### src/rtl/axis_loopback_monitor.sv
// AXI-stream loopback stage: transforms each word, buffers it in a DEPTH-entry FIFO, counts output transfers and drives active-low status LEDs.
// Optional build macro AXIS_LOOPBACK_STRETCH_EN stretches the two activity LEDs to 2^20 cycles per handshake.
module axis_loopback_monitor #(
    parameter int                    DATA_WIDTH = 8,
    parameter int                    DEPTH      = 4,
    parameter int                    MODE       = 1,
    parameter logic [DATA_WIDTH-1:0] KEY        = '0,
    parameter int                    LED_WIDTH  = 8
) (
    input  logic                  clock,
    input  logic                  resetn,
    input  logic [DATA_WIDTH-1:0] idata,
    input  logic                  ivalid,
    output logic                  iready,
    input  logic                  overflow,
    output logic [DATA_WIDTH-1:0] odata,
    output logic                  ovalid,
    input  logic                  oready,
    output logic [15:0]           count,
    output logic [LED_WIDTH-1:0]  leds
);

    localparam int PTR_W = $clog2(DEPTH);
    localparam int OCC_W = PTR_W + 1;
    localparam int LOW_W = LED_WIDTH - 3;
    localparam logic [OCC_W-1:0] FULL_OCC = OCC_W'(DEPTH);

    logic [DATA_WIDTH-1:0] mem [DEPTH];

    logic [PTR_W-1:0]      wr_ptr_reg, wr_ptr_next;
    logic [PTR_W-1:0]      rd_ptr_reg, rd_ptr_next;
    logic [OCC_W-1:0]      occ_reg, occ_next;
    logic                  iready_reg;
    logic                  ovalid_reg;
    logic [DATA_WIDTH-1:0] odata_reg, odata_next;
    logic [15:0]           count_reg;
    logic                  sticky_reg, sticky_next;
    logic [LED_WIDTH-1:0]  leds_reg;
    logic [LOW_W-1:0]      led_low_next;
    logic [1:0]            lit_next;
    logic [LED_WIDTH-1:0]  led_reset_pattern;
    logic [DATA_WIDTH-1:0] xform_data;
    logic                  push;
    logic                  pop;

    // The transform is applied once on the way in; the FIFO holds finished words.
    generate
        if (MODE == 0) begin : g_pass
            assign xform_data = idata;
        end else if (MODE == 1) begin : g_invert
            assign xform_data = ~idata;
        end else if (MODE == 2) begin : g_xor
            assign xform_data = idata ^ KEY;
        end else begin : g_add
            assign xform_data = idata + KEY;
        end
    endgenerate

    for (genvar gi = 0; gi < LED_WIDTH; gi++) begin : g_led_rst
        assign led_reset_pattern[gi] = (gi % 2 == 1);
    end

    always_ff @(posedge clock) begin
        if (push) begin
            mem[wr_ptr_reg] <= xform_data;
        end
    end

    always_comb begin
        push        = ivalid && iready_reg;
        pop         = ovalid_reg && oready;
        wr_ptr_next = push ? wr_ptr_reg + 1'b1 : wr_ptr_reg;
        rd_ptr_next = pop ? rd_ptr_reg + 1'b1 : rd_ptr_reg;

        occ_next = occ_reg;
        if (push && !pop) begin
            occ_next = occ_reg + 1'b1;
        end else if (!push && pop) begin
            occ_next = occ_reg - 1'b1;
        end

        // Next head: the word being written if it lands in the head slot, else the stored entry.
        odata_next = odata_reg;
        if (push && (rd_ptr_next == wr_ptr_reg)) begin
            odata_next = xform_data;
        end else if (occ_next != '0) begin
            odata_next = mem[rd_ptr_next];
        end

        sticky_next  = sticky_reg | overflow;
        led_low_next = pop ? ~odata_reg[LOW_W-1:0] : leds_reg[LOW_W-1:0];
    end

`ifdef AXIS_LOOPBACK_STRETCH_EN
    logic [1:0] hs;
    assign hs = {pop, push};

    // Index 1 follows output handshakes, index 0 input handshakes; each stays lit 2^20 cycles.
    for (genvar gi = 0; gi < 2; gi++) begin : g_stretch
        logic [19:0] cnt_reg;
        logic        active_reg;

        always_ff @(posedge clock or negedge resetn) begin
            if (!resetn) begin
                cnt_reg    <= '0;
                active_reg <= 1'b0;
            end else if (hs[gi]) begin
                cnt_reg    <= '1;
                active_reg <= 1'b1;
            end else if (active_reg) begin
                if (cnt_reg == '0) begin
                    active_reg <= 1'b0;
                end else begin
                    cnt_reg <= cnt_reg - 1'b1;
                end
            end
        end

        assign lit_next[gi] = hs[gi] || (active_reg && (cnt_reg != '0));
    end
`else
    assign lit_next = {occ_next != '0, occ_next != FULL_OCC};
`endif

    always_ff @(posedge clock or negedge resetn) begin
        if (!resetn) begin
            wr_ptr_reg <= '0;
            rd_ptr_reg <= '0;
            occ_reg    <= '0;
            iready_reg <= 1'b1;
            ovalid_reg <= 1'b0;
            odata_reg  <= '0;
            count_reg  <= '0;
            sticky_reg <= 1'b0;
            leds_reg   <= led_reset_pattern;
        end else begin
            wr_ptr_reg <= wr_ptr_next;
            rd_ptr_reg <= rd_ptr_next;
            occ_reg    <= occ_next;
            // iready comes only from occupancy, so a pop while full frees the slot one cycle later.
            iready_reg <= (occ_next != FULL_OCC);
            ovalid_reg <= (occ_next != '0);
            odata_reg  <= odata_next;
            if (pop) begin
                count_reg <= count_reg + 16'd1;
            end
            sticky_reg <= sticky_next;
            leds_reg   <= {~sticky_next, ~lit_next[1], ~lit_next[0], led_low_next};
        end
    end

    assign iready = iready_reg;
    assign ovalid = ovalid_reg;
    assign odata  = odata_reg;
    assign count  = count_reg;
    assign leds   = leds_reg;

endmodule

### config.mk
export PLATFORM = sky130hd
export DESIGN_NAME = axis_loopback_monitor
export DESIGN_NICKNAME = d
export VERILOG_FILES = /design/src/rtl/axis_loopback_monitor.sv
export SDC_FILE = /design/constraint.sdc
export NUM_CORES = 1
export LEC_CHECK = 0
export BUFFER_PORTS_ARGS = -buffer_cell sky130_fd_sc_hd__buf_2
export CAP_MARGIN = 25
export CELL_PAD_IN_SITES_DETAIL_PLACEMENT = 0
export CELL_PAD_IN_SITES_GLOBAL_PLACEMENT = 1
export CORE_MARGIN = 2
export CORE_UTILIZATION = 40
export CTS_BUF_LIST = sky130_fd_sc_hd__clkbuf_4
export DETAILED_ROUTE_END_ITERATION = 12
export PLACE_DENSITY_LB_ADDON = 0.3
export SKIP_CTS_REPAIR_TIMING = 1
export SYNTH_ARGS = -nofsm -noshare
export SYNTH_HDL_FRONTEND = slang
export SYNTH_SLANG_ARGS = --single-unit
export TNS_END_PERCENT = 10
### constraint.sdc
create_clock -name clock -period 2.4 [get_ports clock]
set_input_delay 0.24 -clock clock [delete_from_list [all_inputs] [get_ports clock]]
set_output_delay 0.24 -clock clock [all_outputs]
set_load 0.01 [all_outputs]
==> results.cfg <==
[placement]
dpl.hpwl_um = 4940
port-buffer-count = 46
gp_congestion = 0.762
place_ws_ns = 0.193

[route]
vias_per_cell = 5.20
dr.pass1.iters = 4
vias = 2367
routedWlPerCell_um = 15.0
drt_iter0_drc = 70
final_antenna_net_count = 0
drc = 0
wirelength_um = 6800

[grt]
grt-ovfl-total = 0
grt_use_total = 0.152
antenna_found_initial = 0
grt_max_degree = 43
grt_pass1_vias = 2291
grt_pass1_wl_um = 11500

[clocking]
ctsLongestPathBuffers = 2
clock_sinks = 74
cts_tree = built
cts_root_buf = clkbuf_4
cts_buffers = 9
clk_latency_ns = 0.41
h-tree-depth = 3
path_clk_slew_ns = 0.13

[setup_path]
r2r_cells = 6
r2r_start = occ_reg[0]
crit_required_ns = 2.69
critPathArrivalTime_ns = 2.50
start_kind = register
r2r_slack_ns = 0.19
critPathKind = reg -> reg
cp_max_fo = 10
worstReg2RegEnd = odata[2]
end_kind = register

[timing]
fmax_ghz = 0.452
rsz0062_at_grt = false
hold_violations = 0
tns_ns = 0
post-route-period-util = 0.921
period_needed_ns = 2.21
worst_slew_pin_slew_ns = 0.537
relSlewSlack = 0.642
finClkSkew_ns = 0.0148
timing.final.ws_setup_ns = 0.190
report.final.slew_viol_count = 0
finalSetupViolCount = 0

[yosys]
yosys-mux-area-fraction = 0.0351
yosys.area_share.adder = 0.0251
yosys_warnings = 0
synth-seq-area-share = 0.578
synth-seq-cells = 74
syn_area_per_cell_um2 = 12.0
synth_area_um2 = 3490
synth_compound_area_frac = 0.135
synthSimpleGateAreaFrac = 0.127
synth_top_family_by_area = compound AO/OA/AOI/OAI gates
synth-xor-area-share = 0.0598
yosys.cell_types.count = 43
syn-num-nets = 311
synth_cells = 291

[run_status]
outcome = completed

[finish]
n_antenna_cell = 0
drive_above_1_share = 0.297
area_growth_pct = 15.6
nNetsFinal = 362
largest_reg_flops = 32

[power_and_ir_drop]
power.leakage_uw = 0.00166
powerDensity_nw_per_um2 = 1200
ir_worst_vdd_uv = 443
total_power_uw = 4860

[die]
fp.dieW_um = 97.5
core-area_um2 = 8590
die_h_um = 97.5
dieArea_um2 = 9500
ios = 47
start_util = 0.407
row_count = 34

[job]
max-cap-violations = 0

[min_path]
min_path_type = in -> async
[stage by stage]
| step | hold WS, ns | cells | area (um2) | utilization |
|---|---|---|---|---|
| floorplan | -0.0556 | 291 | 3490 | - |
| global placement | 0.438 | 436 | 3830 | 0.446 |
| detailed placement | 0.441 | 436 | 3830 | 0.446 |
| CTS | -0.0317 | 452 | 4000 | 0.465 |
| global route | 0.107 | 455 | 4040 | 0.470 |
| finish | 0.134 | 455 | 4040 | 0.470 |
[worst max-delay path: stages, from the launching register on]
cell      delay [ns]
dfrtp_1         0.48
inv_2           0.08
ha_1            0.35
or4_4           0.57
o311a_1         0.29
o211ai_2        0.21
a31oi_1         0.11
[metal layers]
layer / share of wire / GRT usage / routed length [um]
met1: 0.48 / 0.213 / 3290
met2: 0.46 / 0.228 / 3120
met3: 0.041 / 0.0324 / 278
met4: 0.016 / 0.0652 / 111
met5: 0 / 0 / 0
[synthesized netlist by cell type (all sizes together)]
master	n	area [um2]
o211ai	9	108
inv	15	56.3
and4	1	8.76
and2	1	8.76
a31oi	8	50.1
o311a	1	10.0
nor2	8	30.0
or4	1	11.3
xnor2	17	156
dfrtp	37	926
or2	2	12.5
ha	7	87.6
nand4	7	43.8
a21oi	1	5.00
o31ai	1	7.51
a21bo	1	10.0
nor3b	8	60.1
o21ai	21	105
xor2	6	52.6
o221ai	8	70.1
a32oi	1	16.3
mux2	10	113
dfstp	5	131
a21o	1	7.51
nor3	17	85.1
buf	7	43.8
a21boi	1	7.51
nand2	17	66.3
nand3	13	65.1
edfxtp	32	961
clkinv	1	8.76
o22ai	8	50.1
mux2i	1	10.0
and3	6	37.5
o311ai	1	26.3
clkbuf	8	30.0
nand3b	2	15.0
[final cells by class]
| type | instances | area, um2 |
|---|---|---|
| Clock buffer | 9 | 67.6 |
| Clock inverter | 7 | 100 |
| Sequential cell | 74 | 2020 |
| Tap cell | 108 | 135 |
| Multi-Input combinational cell | 186 | 1340 |
| Timing Repair Buffer | 55 | 315 |
| Inverter | 16 | 65.1 |
| Fill cell | 824 | 4560 |
[worst max path at each step]
stage,slack (ns),start,to
finish,0.19,occ_reg[0],odata[2]
CTS,0.17,occ_reg[0],odata[7]
floorplan,0.41,occ_reg[0],odata[0]
detailed placement,0.19,occ_reg[0],odata[7]
global placement,0.28,occ_reg[0],odata[1]
global route,0.06,occ_reg[0],odata[7]
[placed cells by master, fill, tap and decap left out, types with 10 or more instances in the layout]
cell / instances
o21ai_0: 21
dfrtp_1: 37
buf_2: 46
nand2_1: 16
nand3_1: 13
inv_1: 14
mux2_2: 10
xnor2_1: 16
edfxtp_1: 32
nor3_1: 17
[logic make-up after synthesis]
kind of cell	count (synthesis)
buffers and inverters	31
flip-flops	74
adder cells (fa/ha/maj)	7
AO/OA/AOI/OAI	62
multiplexers	11
XOR/XNOR	23
AND/OR/NAND/NOR	83
[report_power, final]
group	internal, uW	switching, uW	total, uW
combinational	864	1150	2010
clock	430	452	882
sequential	1700	265	1970
total	3000	1860	4860
(Power assumes the default switching activity.)
